**src/rtl/addsub_pipe_pkg.sv**
```systemverilog
// addsub_pipe shared defines, opcode encodings and flag bundle.
// Included first; every other file imports addsub_pipe_pkg::*.
`ifndef ADDSUB_PIPE_DEFS
`define ADDSUB_PIPE_DEFS
`define DATA_WIDTH 8
`define ADDSUB_OP_ADD  3'b000
`define ADDSUB_OP_SUB  3'b001
`define ADDSUB_OP_ADDC 3'b010
`define ADDSUB_OP_SUBB 3'b011
`define ADDSUB_OP_ADDS 3'b100
`define ADDSUB_OP_SUBS 3'b101
`endif

package addsub_pipe_pkg;

   localparam logic [2:0] OP_ADD  = `ADDSUB_OP_ADD;
   localparam logic [2:0] OP_SUB  = `ADDSUB_OP_SUB;
   localparam logic [2:0] OP_ADDC = `ADDSUB_OP_ADDC;
   localparam logic [2:0] OP_SUBB = `ADDSUB_OP_SUBB;
   localparam logic [2:0] OP_ADDS = `ADDSUB_OP_ADDS;
   localparam logic [2:0] OP_SUBS = `ADDSUB_OP_SUBS;

   typedef struct packed {
      logic carry;
      logic ovf;
      logic zero;
      logic neg;
   } flags_t;

endpackage

```
**src/rtl/addsub_pipe_if.sv**
```systemverilog
// addsub_pipe operand/result handshake bundle.
// master = producer/consumer side, slave = the pipeline.
interface addsub_pipe_if #(
   parameter int DATA_WIDTH = `DATA_WIDTH
);
   logic                  in_valid;
   logic                  in_ready;
   logic [DATA_WIDTH-1:0] in_a;
   logic [DATA_WIDTH-1:0] in_b;
   logic [2:0]            in_op;
   logic                  out_valid;
   logic                  out_ready;
   logic [DATA_WIDTH-1:0] out_data;
   logic                  out_carry;
   logic                  out_ovf;
   logic                  out_zero;
   logic                  out_neg;

   modport master (
      output in_valid, in_a, in_b, in_op, out_ready,
      input  in_ready, out_valid, out_data,
      input  out_carry, out_ovf, out_zero, out_neg
   );

   modport slave (
      input  in_valid, in_a, in_b, in_op, out_ready,
      output in_ready, out_valid, out_data,
      output out_carry, out_ovf, out_zero, out_neg
   );
endinterface

```
**src/rtl/addsub_core.sv**
```systemverilog
// addsub_core: combinational add/sub with carry chain,
// signed overflow detection and optional saturation.
module addsub_core
   import addsub_pipe_pkg::*;
#(
   parameter int DATA_WIDTH = `DATA_WIDTH,
   parameter bit SAT_EN     = 1'b1
) (
   input  logic [DATA_WIDTH-1:0] a_i,
   input  logic [DATA_WIDTH-1:0] b_i,
   input  logic [2:0]            op_i,
   input  logic                  cf_i,
   output logic [DATA_WIDTH-1:0] res_o,
   output flags_t                flags_o,
   output logic                  cf_upd_o
);

   localparam int MSB = DATA_WIDTH - 1;

   logic                  sub;
   logic                  sat;
   logic                  cin;
   logic                  rsvd;
   logic [DATA_WIDTH-1:0] bx;
   logic [DATA_WIDTH:0]   sum;
   logic                  ovf;

   always_comb begin
      sub  = 1'b0;
      sat  = 1'b0;
      cin  = 1'b0;
      rsvd = 1'b0;
      unique case (op_i)
         OP_ADD:  cin = 1'b0;
         OP_SUB:  begin sub = 1'b1; cin = 1'b1; end
         OP_ADDC: cin = cf_i;
         OP_SUBB: begin sub = 1'b1; cin = cf_i; end
         OP_ADDS: sat = SAT_EN;
         OP_SUBS: begin sub = 1'b1; cin = 1'b1; sat = SAT_EN; end
         default: rsvd = 1'b1;
      endcase

      bx  = sub ? ~b_i : b_i;
      sum = {1'b0, a_i} + {1'b0, bx}
          + {{DATA_WIDTH{1'b0}}, cin};
      ovf = (a_i[MSB] == bx[MSB]) && (sum[MSB] != a_i[MSB]);

      res_o = sum[MSB:0];
      // Clamp toward the operand sign; carry stays unsaturated.
      if (sat && ovf)
         res_o = a_i[MSB] ? {1'b1, {MSB{1'b0}}}
                          : {1'b0, {MSB{1'b1}}};

      flags_o.carry = sum[DATA_WIDTH];
      flags_o.ovf   = ovf;
      flags_o.zero  = (res_o == '0);
      flags_o.neg   = res_o[MSB];

      if (rsvd) begin
         res_o   = '0;
         flags_o = '0;
      end
      cf_upd_o = !rsvd;
   end

endmodule

```
**src/rtl/addsub_pipe.sv**
```systemverilog
// addsub_pipe: two-stage valid/ready add/sub pipeline.
// S1 holds operands, S2 holds result, flags and carry flag.
module addsub_pipe
   import addsub_pipe_pkg::*;
#(
   parameter int DATA_WIDTH = `DATA_WIDTH,
   parameter bit SAT_EN     = 1'b1
) (
   input logic          clk,
   input logic          rst,
   addsub_pipe_if.slave bus
);

   logic                  s1_valid_q, s1_valid_d;
   logic [DATA_WIDTH-1:0] s1_a_q, s1_a_d;
   logic [DATA_WIDTH-1:0] s1_b_q, s1_b_d;
   logic [2:0]            s1_op_q, s1_op_d;
   logic                  s2_valid_q, s2_valid_d;
   logic [DATA_WIDTH-1:0] s2_data_q, s2_data_d;
   flags_t                s2_flags_q, s2_flags_d;
   logic                  cf_q, cf_d;

   logic                  s2_free;
   logic                  s1_adv;
   logic [DATA_WIDTH-1:0] core_res;
   flags_t                core_flags;
   logic                  core_cf_upd;

   addsub_core #(
      .DATA_WIDTH (DATA_WIDTH),
      .SAT_EN     (SAT_EN)
   ) u_core (
      .a_i      (s1_a_q),
      .b_i      (s1_b_q),
      .op_i     (s1_op_q),
      .cf_i     (cf_q),
      .res_o    (core_res),
      .flags_o  (core_flags),
      .cf_upd_o (core_cf_upd)
   );

   assign s2_free      = !s2_valid_q || bus.out_ready;
   assign s1_adv       = s1_valid_q && s2_free;
   assign bus.in_ready = !rst && (!s1_valid_q || s1_adv);

   always_comb begin
      s1_valid_d = s1_valid_q;
      s1_a_d     = s1_a_q;
      s1_b_d     = s1_b_q;
      s1_op_d    = s1_op_q;
      s2_valid_d = s2_valid_q;
      s2_data_d  = s2_data_q;
      s2_flags_d = s2_flags_q;
      cf_d       = cf_q;

      // in_ready means S1 is empty or emptying this cycle.
      if (bus.in_ready) begin
         s1_valid_d = bus.in_valid;
         if (bus.in_valid) begin
            s1_a_d  = bus.in_a;
            s1_b_d  = bus.in_b;
            s1_op_d = bus.in_op;
         end
      end

      if (s2_free)
         s2_valid_d = s1_valid_q;
      if (s1_adv) begin
         s2_data_d  = core_res;
         s2_flags_d = core_flags;
         if (core_cf_upd)
            cf_d = core_flags.carry;
      end
   end

   always_ff @(posedge clk) begin
      if (rst) begin
         s1_valid_q <= 1'b0;
         s1_a_q     <= '0;
         s1_b_q     <= '0;
         s1_op_q    <= '0;
         s2_valid_q <= 1'b0;
         s2_data_q  <= '0;
         s2_flags_q <= '0;
         cf_q       <= 1'b0;
      end else begin
         s1_valid_q <= s1_valid_d;
         s1_a_q     <= s1_a_d;
         s1_b_q     <= s1_b_d;
         s1_op_q    <= s1_op_d;
         s2_valid_q <= s2_valid_d;
         s2_data_q  <= s2_data_d;
         s2_flags_q <= s2_flags_d;
         cf_q       <= cf_d;
      end
   end

   assign bus.out_valid = s2_valid_q;
   assign bus.out_data  = s2_data_q;
   assign bus.out_carry = s2_flags_q.carry;
   assign bus.out_ovf   = s2_flags_q.ovf;
   assign bus.out_zero  = s2_flags_q.zero;
   assign bus.out_neg   = s2_flags_q.neg;

endmodule

```
**src/flat_wrapper.sv**
```systemverilog
// flat-port wrapper written by rule: the top's interface ports become plain ports
module addsub_pipe_flat import addsub_pipe_pkg::*;
#(
   parameter int DATA_WIDTH = `DATA_WIDTH,
   parameter bit SAT_EN     = 1'b1
)
  (clk, rst, bus_in_valid, bus_in_a, bus_in_b, bus_in_op, bus_out_ready, bus_in_ready, bus_out_valid, bus_out_data, bus_out_carry, bus_out_ovf, bus_out_zero, bus_out_neg);
  addsub_pipe_if #(.DATA_WIDTH(DATA_WIDTH)) bus_i ();
  input logic clk;
  input logic rst;
  input wire logic [$bits(bus_i.in_valid)-1:0] bus_in_valid;
  input wire logic [$bits(bus_i.in_a)-1:0] bus_in_a;
  input wire logic [$bits(bus_i.in_b)-1:0] bus_in_b;
  input wire logic [$bits(bus_i.in_op)-1:0] bus_in_op;
  input wire logic [$bits(bus_i.out_ready)-1:0] bus_out_ready;
  output wire logic [$bits(bus_i.in_ready)-1:0] bus_in_ready;
  output wire logic [$bits(bus_i.out_valid)-1:0] bus_out_valid;
  output wire logic [$bits(bus_i.out_data)-1:0] bus_out_data;
  output wire logic [$bits(bus_i.out_carry)-1:0] bus_out_carry;
  output wire logic [$bits(bus_i.out_ovf)-1:0] bus_out_ovf;
  output wire logic [$bits(bus_i.out_zero)-1:0] bus_out_zero;
  output wire logic [$bits(bus_i.out_neg)-1:0] bus_out_neg;
  assign bus_i.in_valid = bus_in_valid;
  assign bus_i.in_a = bus_in_a;
  assign bus_i.in_b = bus_in_b;
  assign bus_i.in_op = bus_in_op;
  assign bus_i.out_ready = bus_out_ready;
  assign bus_in_ready = bus_i.in_ready;
  assign bus_out_valid = bus_i.out_valid;
  assign bus_out_data = bus_i.out_data;
  assign bus_out_carry = bus_i.out_carry;
  assign bus_out_ovf = bus_i.out_ovf;
  assign bus_out_zero = bus_i.out_zero;
  assign bus_out_neg = bus_i.out_neg;
  addsub_pipe #(.DATA_WIDTH(DATA_WIDTH), .SAT_EN(SAT_EN)) u_core (.clk(clk), .rst(rst), .bus(bus_i));
endmodule
```
**config.mk**
```make
export PLATFORM = sky130hd
export DESIGN_NAME = addsub_pipe_flat
export DESIGN_NICKNAME = d
export VERILOG_FILES = /design/src/rtl/addsub_pipe_pkg.sv /design/src/rtl/addsub_pipe_if.sv /design/src/rtl/addsub_core.sv /design/src/rtl/addsub_pipe.sv /design/src/flat_wrapper.sv
export SDC_FILE = /design/constraint.sdc
export NUM_CORES = 1
export LEC_CHECK = 0
export CORE_UTILIZATION = 39
export DETAILED_ROUTE_END_ITERATION = 6
export PLACE_DENSITY = 0.63
export SYNTH_ARGS = -nofsm -noshare
export SYNTH_HDL_FRONTEND = slang
export SYNTH_HIERARCHICAL = 1
export SYNTH_SLANG_ARGS = --single-unit
```
**constraint.sdc**
```tcl
create_clock -name clk -period 4 [get_ports clk]
set_clock_uncertainty 0.05 [all_clocks]
set_input_delay 1 -clock clk [delete_from_list [all_inputs] [get_ports clk]]
set_output_delay 1 -clock clk [all_outputs]
set_load 0.05 [all_outputs]
```
==> flow_summary_export.csv, run 1 <==
group,metric,value,unit
worst_setup_path,startpoint,"u_core/s1_op_q[2]",
worst_setup_path,worst_path_dominant_cell_family,"compound AO/OA/AOI/OAI gates",
clock_tree,cts-root-buf,"clkbuf_8",
synth,synth_edf_count,0,
worst_setup_path,crit_slowest_cell,"fa_1",
place,dpl_worst_slack,423,ps
global_route,first_global_vias,1490,
drt,routed_wirelength,4090,um
clock_tree,htree_levels,2,
clock_tree,holdBufCountCts,0,
synth,syn_area,2050,um^2
drt,drc,0,
synth,synth_top_area_share,33.2,%
synth,synth_top_area_cell,"dfxtp_1",
synth,syn_inst,215,
worst_setup_path,critical-path-max-stage-delay,440,ps
global_route,overflow,0,
global_route,grt_usage,16.4,%
sta,finalSetupViolCount,0,
clock_tree,cts_setup_buffers,0,
hold_path,whs_endpoint,"u_core/bus.out_data[7]",
clock_tree,cts_buffer_depth,2,
flow_run,drv_cap,0,
global_route,grt_max_degree,36,
sta,finalMaxSlewViolations,0,
finish,diodes,0,
drt,wl_met2,1850,um
worst_setup_path,crit_chain,"and2_1 > inv_1 > and2_1 > xor2_1 > fa_1 > fa_1 > a211oi_2 > o21bai_1 > a211o_1 > a32oi_1 > a31o_2 > and4_1 > nand3_1 > a21oi_1",
synth,yosysWarnings,6,
worst_setup_path,timing.rr.start,"u_core/s1_op_q[2]",
drt,m1WireLength,2050,um
sta,max_freq,0.276,GHz
finish,layout_commonest_cell,"clkdlybuf4s50_1",
synth,ys_ff_latch,34,
finish,drive_gt1_share,14.6,%
drt,top_layer,"met4",
clock_tree,post_cts_resized,0,
die,core_area,5070,um^2
drt,drt-pass1-iter-count,4,
die,floorplan.initialDensity,40.4,%
synth,syn_nets,247,
worst_setup_path,path_buf_inv,1,
worst_setup_path,end_kind,"register",
sta,final.setup.worst_slack,380,ps
clock_tree,cts.clk_slew.worst_paths,60,ps
global_route,grt_first_pass_wirelength,6850,um
finish,syn2layout_area_growth,21.7,%
drt,drt.antenna.violating_nets,0,
place,routabilityCongestion,0.848,
worst_setup_path,start_kind,"register",
drt,met3_length,130,um
finish,layout_common_cells,"35 x clkdlybuf4s50_1, 34 x dfxtp_1, 26 x a21oi_1",
worst_setup_path,critPathRequiredTime,4160,ps
drt,wl_per_cell,12.9,um
synth,ys.flop_type,"dfxtp_1",
sta,slew_headroom,57.8,%
hold_path,hold_path_depth,2,
pwr,power.leakage,1.03,nW
worst_setup_path,r2r-end,"u_core/bus.out_zero",
worst_setup_path,worst-r2r-setup-slack,380,ps
hold_path,min_path_type,"reg -> reg",
sta,period_needed,3620,ps
synth,yosysUniqueCellTypes,48,
clock_tree,clock-sinks,34,
finish,fill_cells,506,
drt,vias_per_cell,5.05,
worst_setup_path,rr_worst_depth,14,
drt,drtIter0Drc,125,
clock_tree,cts_tree,"yes",
synth,avgSynthCellArea,9.53,um^2
drt,vias,1597,
worst_setup_path,arrival,3780,ps
sta,hold_viol_final,0,
die,die_h,74.5,um
sta,worst_slew_pin_slew,633,ps
clock_tree,clock_latency,290,ps
die,fp.dieW,74.5,um
synth,async_flop_share,0,%
die,rows,26,
place,io_buffers,36,
clock_tree,numCtsBuffers,5,
run_status,status,"finished, final reports clean",
pwr,ir_drop,0.161,mV
worst_setup_path,worstSetupPathType,"reg -> reg",
sta,min_period_over_period,90.5,%
place,place_hpwl,3000,um
sta,rsz0062_at_grt,"false",
global_route,antenna_found_initial,0,
die,fp.dieArea,5550,um^2
synth,synth_area_leaders,"dfxtp_1 33%, mux2_4 7.3%, a21oi_1 6.4%",
worst_setup_path,path_max_fanout,11,
sta,fin_tns_setup,0,ps
finish,finalNetCount,278,
pwr,powerDensity,374,nW/um^2
hold_path,min_from,"u_core/bus.out_data[7]",
synth,ys_seq_area_share,33.2,%
die,io_pins,37,
-- layer usage --
metal / GRT usage (%) / vias up
met2: 24.3 / 25
met1: 22.6 / 748
met3: 4.47 / 6
met5: 0 / -
met4: 6.29 / 0
li1: - / 818
-- how the worst max path moves through the flow --
stage	to	slack (ps)	cells after the start
6_report	u_core/bus.out_zero	380	14
5_1_grt	u_core/bus.out_zero	110	14
4_1_cts	u_core/bus.out_zero	390	14
3_5_place_dp	u_core/bus.out_zero	420	14
3_3_place_gp	u_core/bus.out_zero	520	14
2_1_floorplan	u_core/bus.out_zero	790	15
-- flip-flops by register name, summed over array words and instances, names as in the netlist --
register              cells
u_core/bus.out_carry      1
u_core/bus.out_data       8
u_core/bus.out_neg        1
u_core/bus.out_ovf        1
u_core/bus.out_valid      1
u_core/bus.out_zero       1
u_core/cf_q               1
u_core/s1_a_q             8
u_core/s1_b_q             8
u_core/s1_op_q            3
u_core/s1_valid_q         1
-- layout make-up --
cell class                 instances  area [um^2]  area share (%)
tap                               70         87.6            3.51
clock buffer                       7         76.3            3.06
multi-input combinational        161         1240            49.8
inverter                           6         22.5           0.903
sequential                        34          681            27.3
timing repair buffer              38          385            15.5
-- power breakdown --
part           leakage (nW)  total [mW]  switching [mW]  internal [mW]
clock network        0.0383       0.238           0.119          0.120
registers             0.280       0.384          0.0197          0.365
logic                 0.708       0.311           0.166          0.145
-- worst min-delay path: stages, from the launching register on --
cell	delay, ps
dfxtp_1	310
o21ai_0	60
a21oi_1	60
-- Yosys cell counts, types with 2 or more instances --
cell and number:
dfxtp_1 34, and2_1 2, inv_1 6, nand2b_1 2
nor2b_1 19, o21ai_0 21, a21o_1 2, xor2_1 11
o21ai_1 2, nor2_1 5, nand3_1 13, fa_1 2
ha_1 7, mux2_4 10, nand2_1 3, a21oi_1 26
mux2_2 9, clkbuf_1 5, nand3b_4 2, buf_2 4
o21a_1 2, buf_6 2
-- kinds of logic after synthesis --
family / share of synthesized area [%]
AOI/OAI and AO/OA: 19.3
xor gates and xnor gates: 6.48
adders and majority gates: 6.23
buffers and inverters: 6.17
DFF: 33.2
muxes: 12.3
and+or+nand+nor: 16.3
-- metrics by stage --
stage	std cells	area, um^2	hold slack (ps)	utilization [%]	power (mW)
after CTS	316	2490	428	49.1	0.942
after global placement	309	2420	417	47.6	0.701
after global routing	316	2490	446	49.1	0.991
after detailed placement	309	2420	419	47.6	0.702
final	316	2490	423	49.1	0.934
after floorplan	215	2050	404	-	0.631
(Power assumes the default switching activity.)
==> run 2: changes to the inputs <==
--- a/config.mk
+++ b/config.mk
@@ -5,9 +5,10 @@
 export SDC_FILE = /design/constraint.sdc
 export NUM_CORES = 1
 export LEC_CHECK = 0
-export CORE_UTILIZATION = 39
+export CORE_UTILIZATION = 54
+export CTS_BUF_LIST = sky130_fd_sc_hd__clkbuf_4 sky130_fd_sc_hd__clkbuf_8
 export DETAILED_ROUTE_END_ITERATION = 6
-export PLACE_DENSITY = 0.63
+export PLACE_DENSITY = 0.83
 export SYNTH_ARGS = -nofsm -noshare
 export SYNTH_HDL_FRONTEND = slang
 export SYNTH_HIERARCHICAL = 1
==> flow_summary_export.csv, run 2 (synthesized netlist as in run 1, its figures left out) <==
group,metric,value,unit
drt,drt.antenna.violating_nets,0,
die,fp.dieArea,4040,um^2
pwr,powerDensity,428,nW/um^2
clock_tree,cts_buffer_depth,2,
sta,fin_tns_setup,0,ps
clock_tree,clock_latency,280,ps
drt,top_layer,"met4",
sta,slew_headroom,62.2,%
run_status,status,"finished, final reports clean",
worst_setup_path,start_kind,"register",
sta,min_period_over_period,91.7,%
sta,period_needed,3670,ps
global_route,grt_usage,21.7,%
clock_tree,cts-root-buf,"clkbuf_8",
flow_run,drv_cap,0,
drt,m1WireLength,1940,um
die,floorplan.initialDensity,55.9,%
global_route,antenna_found_initial,0,
clock_tree,cts_setup_buffers,0,
finish,layout_commonest_cell,"clkdlybuf4s50_1",
clock_tree,htree_levels,2,
drt,drt-pass1-iter-count,4,
clock_tree,holdBufCountCts,0,
finish,diodes,0,
drt,drtIter0Drc,88,
clock_tree,post_cts_resized,0,
die,core_area,3660,um^2
clock_tree,cts_tree,"yes",
clock_tree,clock-sinks,34,
die,io_pins,37,
worst_setup_path,path_max_fanout,11,
finish,fin_area,2530,um^2
pwr,ir_drop,0.207,mV
clock_tree,numCtsBuffers,5,
sta,worst_slew_pin_slew,566,ps
sta,rsz0062_at_grt,"false",
worst_setup_path,end_kind,"register",
clock_tree,cts.clk_slew.worst_paths,70,ps
finish,finalNetCount,278,
global_route,overflow,0,
die,fp.dieW,63.6,um
drt,wl_met2,1810,um
finish,syn2layout_area_growth,23.7,%
finish,fill_cells,297,
place,io_buffers,36,
worst_setup_path,arrival,3830,ps
place,place_hpwl,2870,um
worst_setup_path,critPathRequiredTime,4160,ps
global_route,grt_max_degree,36,
worst_setup_path,worstSetupPathType,"reg -> reg",
finish,drive_gt1_share,16.2,%
die,rows,22,
sta,max_freq,0.272,GHz
global_route,first_global_vias,1590,
sta,finalMaxSlewViolations,0,
drt,wl_per_cell,13.5,um
hold_path,min_path_type,"reg -> reg",
place,place_inst,287,
place,routabilityCongestion,0.913,
finish,fin_cells,295,
die,die_h,63.6,um
sta,hold_viol_final,0,
drt,vias,1654,
sta,finalSetupViolCount,0,
drt,routed_wirelength,3970,um
place,placed_area,2390,um^2
global_route,grt_first_pass_wirelength,6950,um
drt,drc,0,
drt,vias_per_cell,5.61,
drt,met3_length,183,um
finish,fin_util,69.2,%
pwr,power.leakage,1.06,nW
finish,layout_common_cells,"35 x clkdlybuf4s50_1, 34 x dfxtp_1, 26 x a21oi_1",
-- run 2: final cells by class --
type	count	area, um^2	area share, %
clock inverter	2	60.1	2.37
multi-input combinational	161	1240	49.0
inverter	6	22.5	0.889
timing repair buffer	38	385	15.2
sequential	34	681	26.9
clock buffer	6	82.6	3.26
tap	48	60.1	2.37
-- run 2: worst max-delay path, stage by stage, from the launching register on --
cell and delay, ps:
dfxtp_1 430, and2_2 300, inv_1 100, and2_1 300, xor2_1 210, fa_1 450
fa_1 440, a211oi_2 280, o21bai_1 110, a211o_1 300, a32oi_1 140, a31o_2 130
and4_1 160, nand3_1 60, a21oi_1 130
-- run 2: final timing paths --
kind / to / startpoint / slack, ps / cells after the start
worst max-delay path: u_core/bus.out_zero / u_core/s1_op_q[2] / 330 / 14
worst min-delay path: u_core/bus.out_ovf / u_core/bus.out_ovf / 430 / 2
worst max register to register: u_core/bus.out_zero / u_core/s1_op_q[2] / 330 / 14
worst min register to register: u_core/bus.out_ovf / u_core/bus.out_ovf / 430 / 2
-- run 2: power breakdown --
group / leakage, nW / internal, mW / switching [mW]
Sequential: 0.280 / 0.364 / 0.0194
Clock: 0.0714 / 0.266 / 0.122
Combinational: 0.709 / 0.145 / 0.169
Total: 1.06 / 0.775 / 0.310
-- run 2: through the flow --
stage	setup slack, ps	power, mW	hold WS, ps
finish	330	1.08	430
global route	63.7	1.14	451
CTS	210	1.09	429
detailed placement	238	0.698	418
global placement	362	0.696	414
floorplan	787	0.631	404
-- run 2: routing by layer --
layer	global-route usage [%]	vias up
met5	0	-
met4	7.95	0
met3	4.35	5
met2	34.0	43
met1	29.1	782
li1	-	824
==> run 3: changes to the inputs <==
--- a/config.mk
+++ b/config.mk
@@ -9,6 +9,7 @@
 export CTS_BUF_LIST = sky130_fd_sc_hd__clkbuf_4 sky130_fd_sc_hd__clkbuf_8
 export DETAILED_ROUTE_END_ITERATION = 6
 export PLACE_DENSITY = 0.83
+export SLEW_MARGIN = 0
 export SYNTH_ARGS = -nofsm -noshare
 export SYNTH_HDL_FRONTEND = slang
 export SYNTH_HIERARCHICAL = 1
==> constraint.sdc (replaced) <==
create_clock -name clk -period 3.76 [get_ports clk]
set_clock_uncertainty 0.05 [all_clocks]
set_input_delay 0.94 -clock clk [delete_from_list [all_inputs] [get_ports clk]]
set_output_delay 0.94 -clock clk [all_outputs]
set_load 0.05 [all_outputs]
==> flow_summary_export.csv, run 3 (synthesized netlist as in run 1, its figures left out) <==
group,metric,value,unit
die,fp.dieArea,4040,um^2
drt,drt.antenna.violating_nets,0,
drt,drc,0,
drt,drt-pass1-iter-count,4,
sta,rsz0062_at_grt,"false",
die,floorplan.initialDensity,55.9,%
hold_path,min_path_type,"reg -> reg",
sta,slew_headroom,64.2,%
sta,holdWs,424,ps
place,place_inst,289,
sta,worst_slew_pin_slew,534,ps
finish,diodes,0,
clock_tree,cts_setup_buffers,0,
worst_setup_path,worstSetupPathType,"reg -> reg",
clock_tree,holdBufCountCts,0,
finish,fin_util,68.3,%
clock_tree,clock-sinks,34,
clock_tree,cts_tree,"yes",
place,dpl_worst_slack,228,ps
sta,finalSetupViolCount,0,
pwr,powerDensity,410,nW/um^2
die,core_area,3660,um^2
global_route,grt_usage,22.0,%
run_status,status,"finished, final reports clean",
worst_setup_path,worst-r2r-setup-slack,260,ps
drt,wl_per_cell,13.6,um
clock_tree,post_cts_resized,0,
global_route,first_global_vias,1548,
worst_setup_path,end_kind,"register",
pwr,ir_drop,0.217,mV
global_route,grt_max_degree,36,
die,rows,22,
finish,drive_gt1_share,16.9,%
hold_path,hold_path_depth,2,
clock_tree,cts.clk_slew.worst_paths,70,ps
worst_setup_path,r2r-end,"u_core/bus.out_zero",
sta,finalMaxSlewViolations,0,
worst_setup_path,timing.rr.start,"u_core/s1_op_q[2]",
drt,drtIter0Drc,73,
worst_setup_path,rr_worst_depth,14,
sta,fin_tns_setup,0,ps
flow_run,drv_cap,0,
drt,routed_wirelength,4030,um
drt,vias,1664,
finish,finalNetCount,280,
place,place_hpwl,2860,um
die,io_pins,37,
global_route,grt_first_pass_wirelength,6880,um
pwr,power.leakage,1.05,nW
die,die_h,63.6,um
sta,hold_viol_final,0,
clock_tree,clock_latency,290,ps
clock_tree,htree_levels,2,
drt,vias_per_cell,5.60,
finish,syn2layout_area_growth,22.1,%
clock_tree,cts-root-buf,"clkbuf_8",
clock_tree,numCtsBuffers,5,
worst_setup_path,start_kind,"register",
hold_path,whs_endpoint,"u_core/bus.out_data[2]",
sta,min_period_over_period,93.0,%
sta,final.setup.worst_slack,265,ps
worst_setup_path,critPathRequiredTime,3930,ps
worst_setup_path,arrival,3660,ps
die,fp.dieW,63.6,um
hold_path,min_from,"u_core/bus.out_data[2]",
clock_tree,cts_buffer_depth,2,
global_route,overflow,0,
worst_setup_path,path_max_fanout,11,
finish,layout_common_cells,"35 x clkdlybuf4s50_1, 34 x dfxtp_1, 26 x a21oi_1",
finish,layout_commonest_cell,"clkdlybuf4s50_1",
place,io_buffers,36,
sta,period_needed,3500,ps
place,routabilityCongestion,0.930,
sta,max_freq,0.286,GHz
global_route,antenna_found_initial,0,
finish,fin_cells,297,
-- run 3: changes by cell type in the layout (fill, tap and decap cells not counted) --
cell       change
buf_4          +2
clkbuf_4       +1
bufinv_16      -2
clkinv_2       +1
-- run 3: report_power, final --
group / switching (mW) / total, mW / internal [mW]
sequential: 0.0181 / 0.406 / 0.388
combinational: 0.180 / 0.336 / 0.156
clock: 0.129 / 0.284 / 0.155
total: 0.327 / 1.03 / 0.699
-- run 3: worst max path at each step --
stage / from / end / slack (ps) / cells past startpoint
2_1_floorplan: u_core/s1_op_q[2] / u_core/bus.out_zero / 550 / 15
3_3_place_gp: u_core/s1_op_q[2] / u_core/bus.out_zero / 320 / 14
3_5_place_dp: u_core/s1_op_q[2] / u_core/bus.out_zero / 230 / 14
4_1_cts: u_core/s1_op_q[2] / u_core/bus.out_zero / 200 / 14
5_1_grt: u_core/s1_op_q[2] / u_core/bus.out_zero / 50 / 14
6_report: u_core/s1_op_q[2] / u_core/bus.out_zero / 260 / 14
-- run 3: through the flow --
| step | instance area [um^2] | total power, mW |
|---|---|---|
| detailed placement | 2400 | 0.747 |
| global placement | 2400 | 0.741 |
| floorplan | 2050 | 0.671 |
| CTS | 2500 | 1.03 |
| global route | 2500 | 1.09 |
| finish | 2500 | 1.03 |
-- run 3: layout make-up --
type	count	area (um^2)
inverter	6	22.5
sequential	34	681
multi-input combinational	161	1240
clock inverter	1	5.00
fill	310	1160
tap	48	60.1
clock buffer	7	90.1
timing repair buffer	40	400
-- run 3: worst max-delay path, cell delays in order, from the launching register on --
cell and delay [ps]:
dfxtp_1 430, and2_2 290, inv_1 90, and2_1 190, xor2_1 160, fa_1 440, fa_1 440, a211oi_2 270
o21bai_1 120, a211o_1 310, a32oi_1 140, a31o_2 130, and4_1 170, nand3_1 60, a21oi_1 130
-- run 3: metal layers --
layer | up-vias | wire (um) | global-route usage (%)
met5 | - | 0 | 0
met4 | 0 | 106 | 11.1
met3 | 11 | 166 | 5.25
met2 | 39 | 1900 | 35.9
met1 | 783 | 1850 | 26.7
li1 | 831 | - | -
